===== src/rtl/mat_vec_mul_driver_dim_4_pkg.sv =====
// Shared render-pipeline types for the matrix-vector multiplier driver.
// Holds the driver FSM encoding and the fixed-point 1.0 used for homogeneous w.
package render_pkg;

    typedef enum logic [1:0] {
        ST_IDLE   = 2'd0,
        ST_ISSUE  = 2'd1,
        ST_WAIT   = 2'd2,
        ST_OUTPUT = 2'd3
    } mvm_drv_state_t;

    localparam int FRAC_BITS_DEF = 16;

    localparam logic [63:0] FIXED_ONE = 64'd1 << FRAC_BITS_DEF;

endpackage


===== src/rtl/mat_vec_mul_driver_dim_4_if.sv =====
// Operand/result bus between the driver (master) and mat_vec_mul_dim_4 (slave).
interface mat_vec_mul_driver_dim_4_if #(
    parameter int DATAWIDTH = 32
);
    logic [3:0][3:0][DATAWIDTH-1:0] m_A;
    logic [3:0][DATAWIDTH-1:0]      m_x;
    logic                           m_dv;
    logic                           m_ready;
    logic                           m_result_dv;
    logic [3:0][DATAWIDTH-1:0]      m_y;

    modport master (
        output m_A, m_x, m_dv,
        input  m_ready, m_result_dv, m_y
    );

    modport slave (
        input  m_A, m_x, m_dv,
        output m_ready, m_result_dv, m_y
    );
endinterface


===== src/rtl/mat_vec_mul_driver_dim_4_watchdog.sv =====
// WAIT-state timeout counter for the multiplier driver.
// Compiled only when MVM_DRV_TIMEOUT_EN is defined.
`ifdef MVM_DRV_TIMEOUT_EN
module mvm_watchdog #(
    parameter int LIMIT = 64
) (
    input  logic clk,
    input  logic rst,
    input  logic i_clear,
    input  logic i_enable,
    output logic o_expired
);
    localparam int CW = $clog2(LIMIT + 1);

    logic [CW-1:0] r_cnt;

    always_ff @(posedge clk) begin
        if (rst || i_clear) begin
            r_cnt <= '0;
        end else if (i_enable) begin
            r_cnt <= r_cnt + 1'b1;
        end
    end

    // Fires during the LIMIT-th enabled cycle after a clear.
    assign o_expired = i_enable && (r_cnt == CW'(LIMIT - 1));
endmodule
`endif


===== src/rtl/mat_vec_mul_driver_dim_4.sv =====
// Initiator for mat_vec_mul_dim_4: homogenises vertices, issues one job at a time,
// returns results downstream. Optional watchdog under macro MVM_DRV_TIMEOUT_EN.
module mat_vec_mul_driver_dim_4
    import render_pkg::*;
#(
    parameter int DATAWIDTH      = 32,
    parameter int FRAC_BITS      = FRAC_BITS_DEF,
    parameter int TIMEOUT_CYCLES = 64
) (
    input  logic                           clk,
    input  logic                           rst,
    input  logic                           i_mat_load,
    input  logic [3:0][3:0][DATAWIDTH-1:0] i_mat,
    output logic                           o_mat_ready,
    input  logic                           i_valid,
    input  logic [2:0][DATAWIDTH-1:0]      i_vtx,
    output logic                           o_in_ready,
    mat_vec_mul_driver_dim_4_if.master     mvm,
    output logic                           o_valid,
    output logic [3:0][DATAWIDTH-1:0]      o_y,
    input  logic                           i_ready,
    output logic [15:0]                    o_count,
    output logic                           o_error
);
    localparam logic [DATAWIDTH-1:0] W_ONE = (FRAC_BITS == FRAC_BITS_DEF) ?
        DATAWIDTH'(FIXED_ONE) : DATAWIDTH'(64'd1 << FRAC_BITS);

    if (TIMEOUT_CYCLES < 2) begin : g_bad_timeout
        $error("TIMEOUT_CYCLES must be at least 2");
    end

    mvm_drv_state_t                 r_state;
    mvm_drv_state_t                 w_next;
    logic [3:0][3:0][DATAWIDTH-1:0] r_mat;
    logic [3:0][DATAWIDTH-1:0]      r_vec;
    logic [3:0][DATAWIDTH-1:0]      r_y;
    logic [15:0]                    r_count;
    logic                           w_mat_we;
    logic                           w_accept;
    logic                           w_issue;
    logic                           w_result;
    logic                           w_done;
    logic                           w_timeout;

    assign w_mat_we = (r_state == ST_IDLE) && i_mat_load;
    assign w_accept = (r_state == ST_IDLE) && i_valid;
    assign w_issue  = (r_state == ST_ISSUE) && mvm.m_ready;
    assign w_result = (r_state == ST_WAIT) && mvm.m_result_dv;
    assign w_done   = (r_state == ST_OUTPUT) && i_ready;

`ifdef MVM_DRV_TIMEOUT_EN
    logic w_expired;
    logic r_error;

    mvm_watchdog #(
        .LIMIT (TIMEOUT_CYCLES)
    ) u_watchdog (
        .clk       (clk),
        .rst       (rst),
        .i_clear   (w_issue),
        .i_enable  (r_state == ST_WAIT),
        .o_expired (w_expired)
    );

    // A result arriving in the expiry cycle still wins over the timeout.
    assign w_timeout = w_expired && !mvm.m_result_dv;

    always_ff @(posedge clk) begin
        if (rst) begin
            r_error <= 1'b0;
        end else if (w_timeout) begin
            r_error <= 1'b1;
        end
    end

    assign o_error = r_error;
`else
    assign w_timeout = 1'b0;
    assign o_error   = 1'b0;
`endif

    always_ff @(posedge clk) begin
        if (rst) begin
            r_state <= ST_IDLE;
        end else begin
            r_state <= w_next;
        end
    end

    always_comb begin
        w_next = r_state;
        case (r_state)
            ST_IDLE:   if (i_valid) w_next = ST_ISSUE;
            ST_ISSUE:  if (mvm.m_ready) w_next = ST_WAIT;
            ST_WAIT: begin
                if (mvm.m_result_dv) begin
                    w_next = ST_OUTPUT;
                end else if (w_timeout) begin
                    w_next = ST_IDLE;
                end
            end
            ST_OUTPUT: if (i_ready) w_next = ST_IDLE;
            default:   w_next = ST_IDLE;
        endcase
    end

    always_comb begin
        o_in_ready  = 1'b0;
        o_mat_ready = 1'b0;
        o_valid     = 1'b0;
        mvm.m_dv    = 1'b0;
        case (r_state)
            ST_IDLE: begin
                o_in_ready  = 1'b1;
                o_mat_ready = 1'b1;
            end
            ST_ISSUE:  mvm.m_dv = mvm.m_ready;
            ST_OUTPUT: o_valid  = 1'b1;
            default: ;
        endcase
    end

    // Operand and result registers only change in IDLE/WAIT, so m_A/m_x stay stable in flight.
    always_ff @(posedge clk) begin
        if (rst) begin
            r_mat   <= '0;
            r_vec   <= '0;
            r_y     <= '0;
            r_count <= '0;
        end else begin
            if (w_mat_we) begin
                r_mat <= i_mat;
            end
            if (w_accept) begin
                r_vec <= {W_ONE, i_vtx[2], i_vtx[1], i_vtx[0]};
            end
            if (w_result) begin
                r_y <= mvm.m_y;
            end
            if (w_done) begin
                r_count <= r_count + 16'd1;
            end
        end
    end

    assign mvm.m_A = r_mat;
    assign mvm.m_x = r_vec;
    assign o_y     = r_y;
    assign o_count = r_count;
endmodule


===== src/flat_wrapper.sv =====
// flat-port wrapper written by rule: the top's interface ports become plain ports
module mat_vec_mul_driver_dim_4_flat import render_pkg::*;
#(
    parameter int DATAWIDTH      = 32,
    parameter int FRAC_BITS      = FRAC_BITS_DEF,
    parameter int TIMEOUT_CYCLES = 64
)
  (clk, rst, i_mat_load, i_mat, o_mat_ready, i_valid, i_vtx, o_in_ready, o_valid, o_y, i_ready, o_count, o_error, mvm_m_A, mvm_m_x, mvm_m_dv, mvm_m_ready, mvm_m_result_dv, mvm_m_y);
  mat_vec_mul_driver_dim_4_if #(.DATAWIDTH(DATAWIDTH)) mvm_i ();
  input  logic clk;
  input  logic rst;
  input  logic i_mat_load;
  input  logic [3:0][3:0][DATAWIDTH-1:0] i_mat;
  output logic o_mat_ready;
  input  logic i_valid;
  input  logic [2:0][DATAWIDTH-1:0] i_vtx;
  output logic o_in_ready;
  output logic o_valid;
  output logic [3:0][DATAWIDTH-1:0] o_y;
  input  logic i_ready;
  output logic [15:0] o_count;
  output logic o_error;
  output wire logic [$bits(mvm_i.m_A)-1:0] mvm_m_A;
  output wire logic [$bits(mvm_i.m_x)-1:0] mvm_m_x;
  output wire logic [$bits(mvm_i.m_dv)-1:0] mvm_m_dv;
  input wire logic [$bits(mvm_i.m_ready)-1:0] mvm_m_ready;
  input wire logic [$bits(mvm_i.m_result_dv)-1:0] mvm_m_result_dv;
  input wire logic [$bits(mvm_i.m_y)-1:0] mvm_m_y;
  assign mvm_m_A = mvm_i.m_A;
  assign mvm_m_x = mvm_i.m_x;
  assign mvm_m_dv = mvm_i.m_dv;
  assign mvm_i.m_ready = mvm_m_ready;
  assign mvm_i.m_result_dv = mvm_m_result_dv;
  assign mvm_i.m_y = mvm_m_y;
  mat_vec_mul_driver_dim_4 #(.DATAWIDTH(DATAWIDTH), .FRAC_BITS(FRAC_BITS), .TIMEOUT_CYCLES(TIMEOUT_CYCLES)) u_core (.clk(clk), .rst(rst), .i_mat_load(i_mat_load), .i_mat(i_mat), .o_mat_ready(o_mat_ready), .i_valid(i_valid), .i_vtx(i_vtx), .o_in_ready(o_in_ready), .mvm(mvm_i), .o_valid(o_valid), .o_y(o_y), .i_ready(i_ready), .o_count(o_count), .o_error(o_error));
endmodule

===== config.mk =====
export PLATFORM = sky130hd
export DESIGN_NAME = mat_vec_mul_driver_dim_4_flat
export DESIGN_NICKNAME = d
export VERILOG_FILES = /design/src/rtl/mat_vec_mul_driver_dim_4_pkg.sv /design/src/rtl/mat_vec_mul_driver_dim_4_if.sv /design/src/rtl/mat_vec_mul_driver_dim_4_watchdog.sv /design/src/rtl/mat_vec_mul_driver_dim_4.sv /design/src/flat_wrapper.sv
export SDC_FILE = /design/constraint.sdc
export NUM_CORES = 2
export LEC_CHECK = 0
export BUFFER_PORTS_ARGS = -buffer_cell sky130_fd_sc_hd__clkbuf_2
export CAP_MARGIN = 40
export CORE_AREA = 2 2 588 590
export CTS_BUF_LIST = sky130_fd_sc_hd__clkbuf_2 sky130_fd_sc_hd__clkbuf_4 sky130_fd_sc_hd__clkbuf_8
export CTS_CLUSTER_DIAMETER = 30
export DETAILED_ROUTE_END_ITERATION = 16
export DIE_AREA = 0 0 590 592
export PLACE_DENSITY = 0.35
export SETUP_SLACK_MARGIN = 0.5
export SLEW_MARGIN = 30
export SYNTH_ARGS = -nofsm -noshare
export SYNTH_HDL_FRONTEND = slang
export SYNTH_SLANG_ARGS = --single-unit
export TNS_END_PERCENT = 20

===== constraint.sdc =====
create_clock -name clk -period 1.8 [get_ports clk]
set_input_delay 0.18 -clock clk [delete_from_list [all_inputs] [get_ports clk]]
set_output_delay 0.18 -clock clk [all_outputs]
set_load 0.01 [all_outputs]

==> run summary <==
Core ar. = 342000 um2
PnR worst setup slack = -0.425 ns
power per cell area = 1280 nW/um2
Worst-Margin Slew = 0.743 ns
mux contribution to synthesized area = 0.0383%
Final Util = 20.4%
Nets = 7337
Routed WL per cell = 23.0 um
clock sinks = 755
CP Data Arrival Time = 2.05 ns
remaining antenna violation count = 0
# Max-Cap Violations = 0
I/O pins = 1532
vias in the first global route = 37631
initial antenna violation count = 93
largest net degree at the start of global routing = 108
die area = 349000 um2
slew margin rel. = 50.5%
Die X = 590 um
total wire length = 262000 um
post-synthesis simple-gate area fraction = 22.3%
sw power = 31700 uW
DRC Markers = 0
clk slew on worst S/H paths = 0.05 ns
peak supply drop = 0.722 mV
Primary FF master, synth = dfxtp_1
TritonCTS buffer count = 241
Initial Utilization = 7.63%
FMAX = 0.449 GHz
P_int = 58100 uW
Critical Path Fanout Max = 2
RSZ-0062 raised after global routing = true
Synth cell types = 32
routed vias/inst = 3.29
Hold Path Class = in -> reg
most common cell in the netlist = nand2_1
Row Count = 215
Compound-Gate Fraction of Synth Area = 14.4%
Req. time, crit path = 1.62 ns
largest area contributor in the netlist = dfxtp_1
Mean Syn Cell Area = 7.84 um2
Clk pwr share = 37.1%
routability cong. = 0.952
H-Tree Depth = 4
clock tree buffer depth = 4
synth cell count leaders = nand2_1, dfxtp_1, a21oi_1
FILL cells = 37545
Setup CP Type = reg -> out
Buffers on Ports = 1499
Slew Viols, Final = 0
CTS tree = done
post-synth top area share = 57.8%
largest family of logic cells by synthesized area = simple AND/OR/NAND/NOR gates
Post-Syn Instances = 3332
clock skew = 0.123 ns
Startpoint Class = flip-flop
first-pass GRT wire length = 320000 um
ranking of synthesized cells by area = dfxtp_1, nand2_1, a21oi_1
status = complete, but fails checks
root buffer cell = clkbuf_8
violated checks = setup timing
Synth Area in XOR/XNOR = 0.369%
logic gate share of total power = 38.0%
Post-synth ARST share = 0%
Synth warnings = 0
Sw Ratio = 35.3%
Post-DP HPWL = 201000 um
Clock Latency Late Sink = 1.02 ns
via count = 37509
DR pass1 iterations = 6
final period utilization = 124%
#FFs+latches synth = 755
register share of total power = 24.8%
number of synthesized flops with an enable pin = 0
total grt overflow = 0
Die H = 592 um
layout cells sized above 1 = 42.0%
Synth Area in Adders = 0.287%
Worst setup EP type = output pin
final hold vios = 0
Setup Viol. Count Final = 502
Initial DRC Count = 1959
Final Critical Period = 2.23 ns
Mapped Area = 26100 um2
Seq/Total Area, Yosys = 57.8%
pre-CTS setup slack = -0.00852 ns
layout overhead on the synthesized area = 167%
leakage power = 0.0293 uW
GRT Total Usage = 13.4%
-- stage by stage --
stage | cell area [um2] | hold WS (ns) | total power [uW] | std cells | TNS [ns]
after global routing | 69900 | 0.0657 | 94000 | 11374 | -123.79
final | 69900 | 0.125 | 89700 | 11386 | -57.00
after CTS | 66400 | 0.000513 | 84400 | 11240 | -48.13
after detailed placement | 40000 | 0.409 | 43000 | 9290 | -0.00852
after global placement | 40000 | 0.403 | 42900 | 9290 | 0
after floorplan | 26700 | 0.316 | 30900 | 3363 | 0
-- path summary, 6_finish.rpt --
check / cells past startpoint / slack [ns] / from / endpoint
min: 4 / 0.12 / i_mat[354] / u_core.mvm.m_A[354]
max: 5 / -0.43 / u_core.r_state[0] / mvm_m_dv
min reg2reg: 2 / 0.45 / u_core.mvm.m_A[151] / u_core.mvm.m_A[151]
max reg2reg: 12 / -0.21 / u_core.r_state[1] / u_core.mvm.m_A[124]
-- registers in the layout (all words and copies together) (netlist names) --
register	count
u_core.mvm.m_A	512
u_core.mvm.m_x	97
u_core.o_count	16
u_core.o_y	128
u_core.r_state	2
-- per-layer routing --
| metal | vias to the layer above | share of wire [%] | global-route usage, % |
|---|---|---|---|
| met5 | - | 0.075 | 0 |
| met4 | 28 | 6.2 | 7.45 |
| met3 | 548 | 11 | 7.09 |
| met2 | 1795 | 45 | 21.9 |
| met1 | 17804 | 37 | 13.8 |
| li1 | 17334 | - | - |
-- power by group through the flow --
stage / Combinational [uW] / Clock, uW / Sequential, uW
after floorplan: 8000 / 0 / 22900
after global placement: 21200 / 0 / 21700
after detailed placement: 21200 / 0 / 21800
after CTS: 28100 / 34200 / 22100
after global routing: 36300 / 35000 / 22600
final: 34100 / 33300 / 22300
-- what timing repair did --
| action | in CTS | in global routing |
|---|---|---|
| endpoints found under the setup margin | 1509 | 1511 |
| gates cloned | 4 | 56 |
| hold buffers | 1444 | 0 |
| setup buffers | 59 | 49 |
| pin swaps | 1 | 177 |
| gates resized for setup | 1147 | 501 |
| endpoints found under the hold margin | 755 | 0 |
-- cell type report --
class | count | area [um2] | share of cell area, %
Sequential cell | 755 | 15600 | 22.4
Tap cell | 4557 | 5700 | 8.16
Antenna cell | 41 | 103 | 0.147
Clock inverter | 118 | 1850 | 2.65
Multi-Input combinational cell | 2325 | 11100 | 15.9
Timing Repair Buffer | 3261 | 31200 | 44.6
Clock buffer | 325 | 4300 | 6.16
Inverter | 4 | 22.5 | 0.0322
-- logic make-up (layout without fill, tap and decap cells) --
logic type,Yosys count,count (layout)
other cells,1,73
simple gates,1527,1528
mux,1,1
fa+ha+maj,6,6
xor+xnor,11,11
flops,755,755
compound gates,747,747
buf+inv,284,3708
-- worst max-delay path: stages, from the launching register on --
cell,delay [ns]
dfxtp_4,0.35
buf_6,0.12
ha_4,0.16
buf_6,0.13
and2_4,0.14
buf_8,0.12
-- layout by cell type (no fill, tap or decap), types with 7 or more instances in the layout --
cell type      Yosys  final
dfxtp_1          755    423
clkbuf_2           0   1171
dfxtp_2            0    294
buf_4             33    156
dlygate4sd3_1      0   1444
diode_2            0     41
clkinv_2           0     55
clkbuf_16          0    211
nor2_1            17     16
nand2_4            0     71
clkbuf_4           0     27
a21oi_1          741    620
dfxtp_4            0     38
bufinv_16          0     45
nand2_1         1482   1368
buf_8              0     51
xor2_1             7      7
buf_16             0     20
a21oi_2            0    121
conb_1             1     32
buf_6              0     41
buf_12             0     50
nand2_2            0     41
clkbuf_8           0    414
No activity file was read; power rests on OpenSTA's default activity.
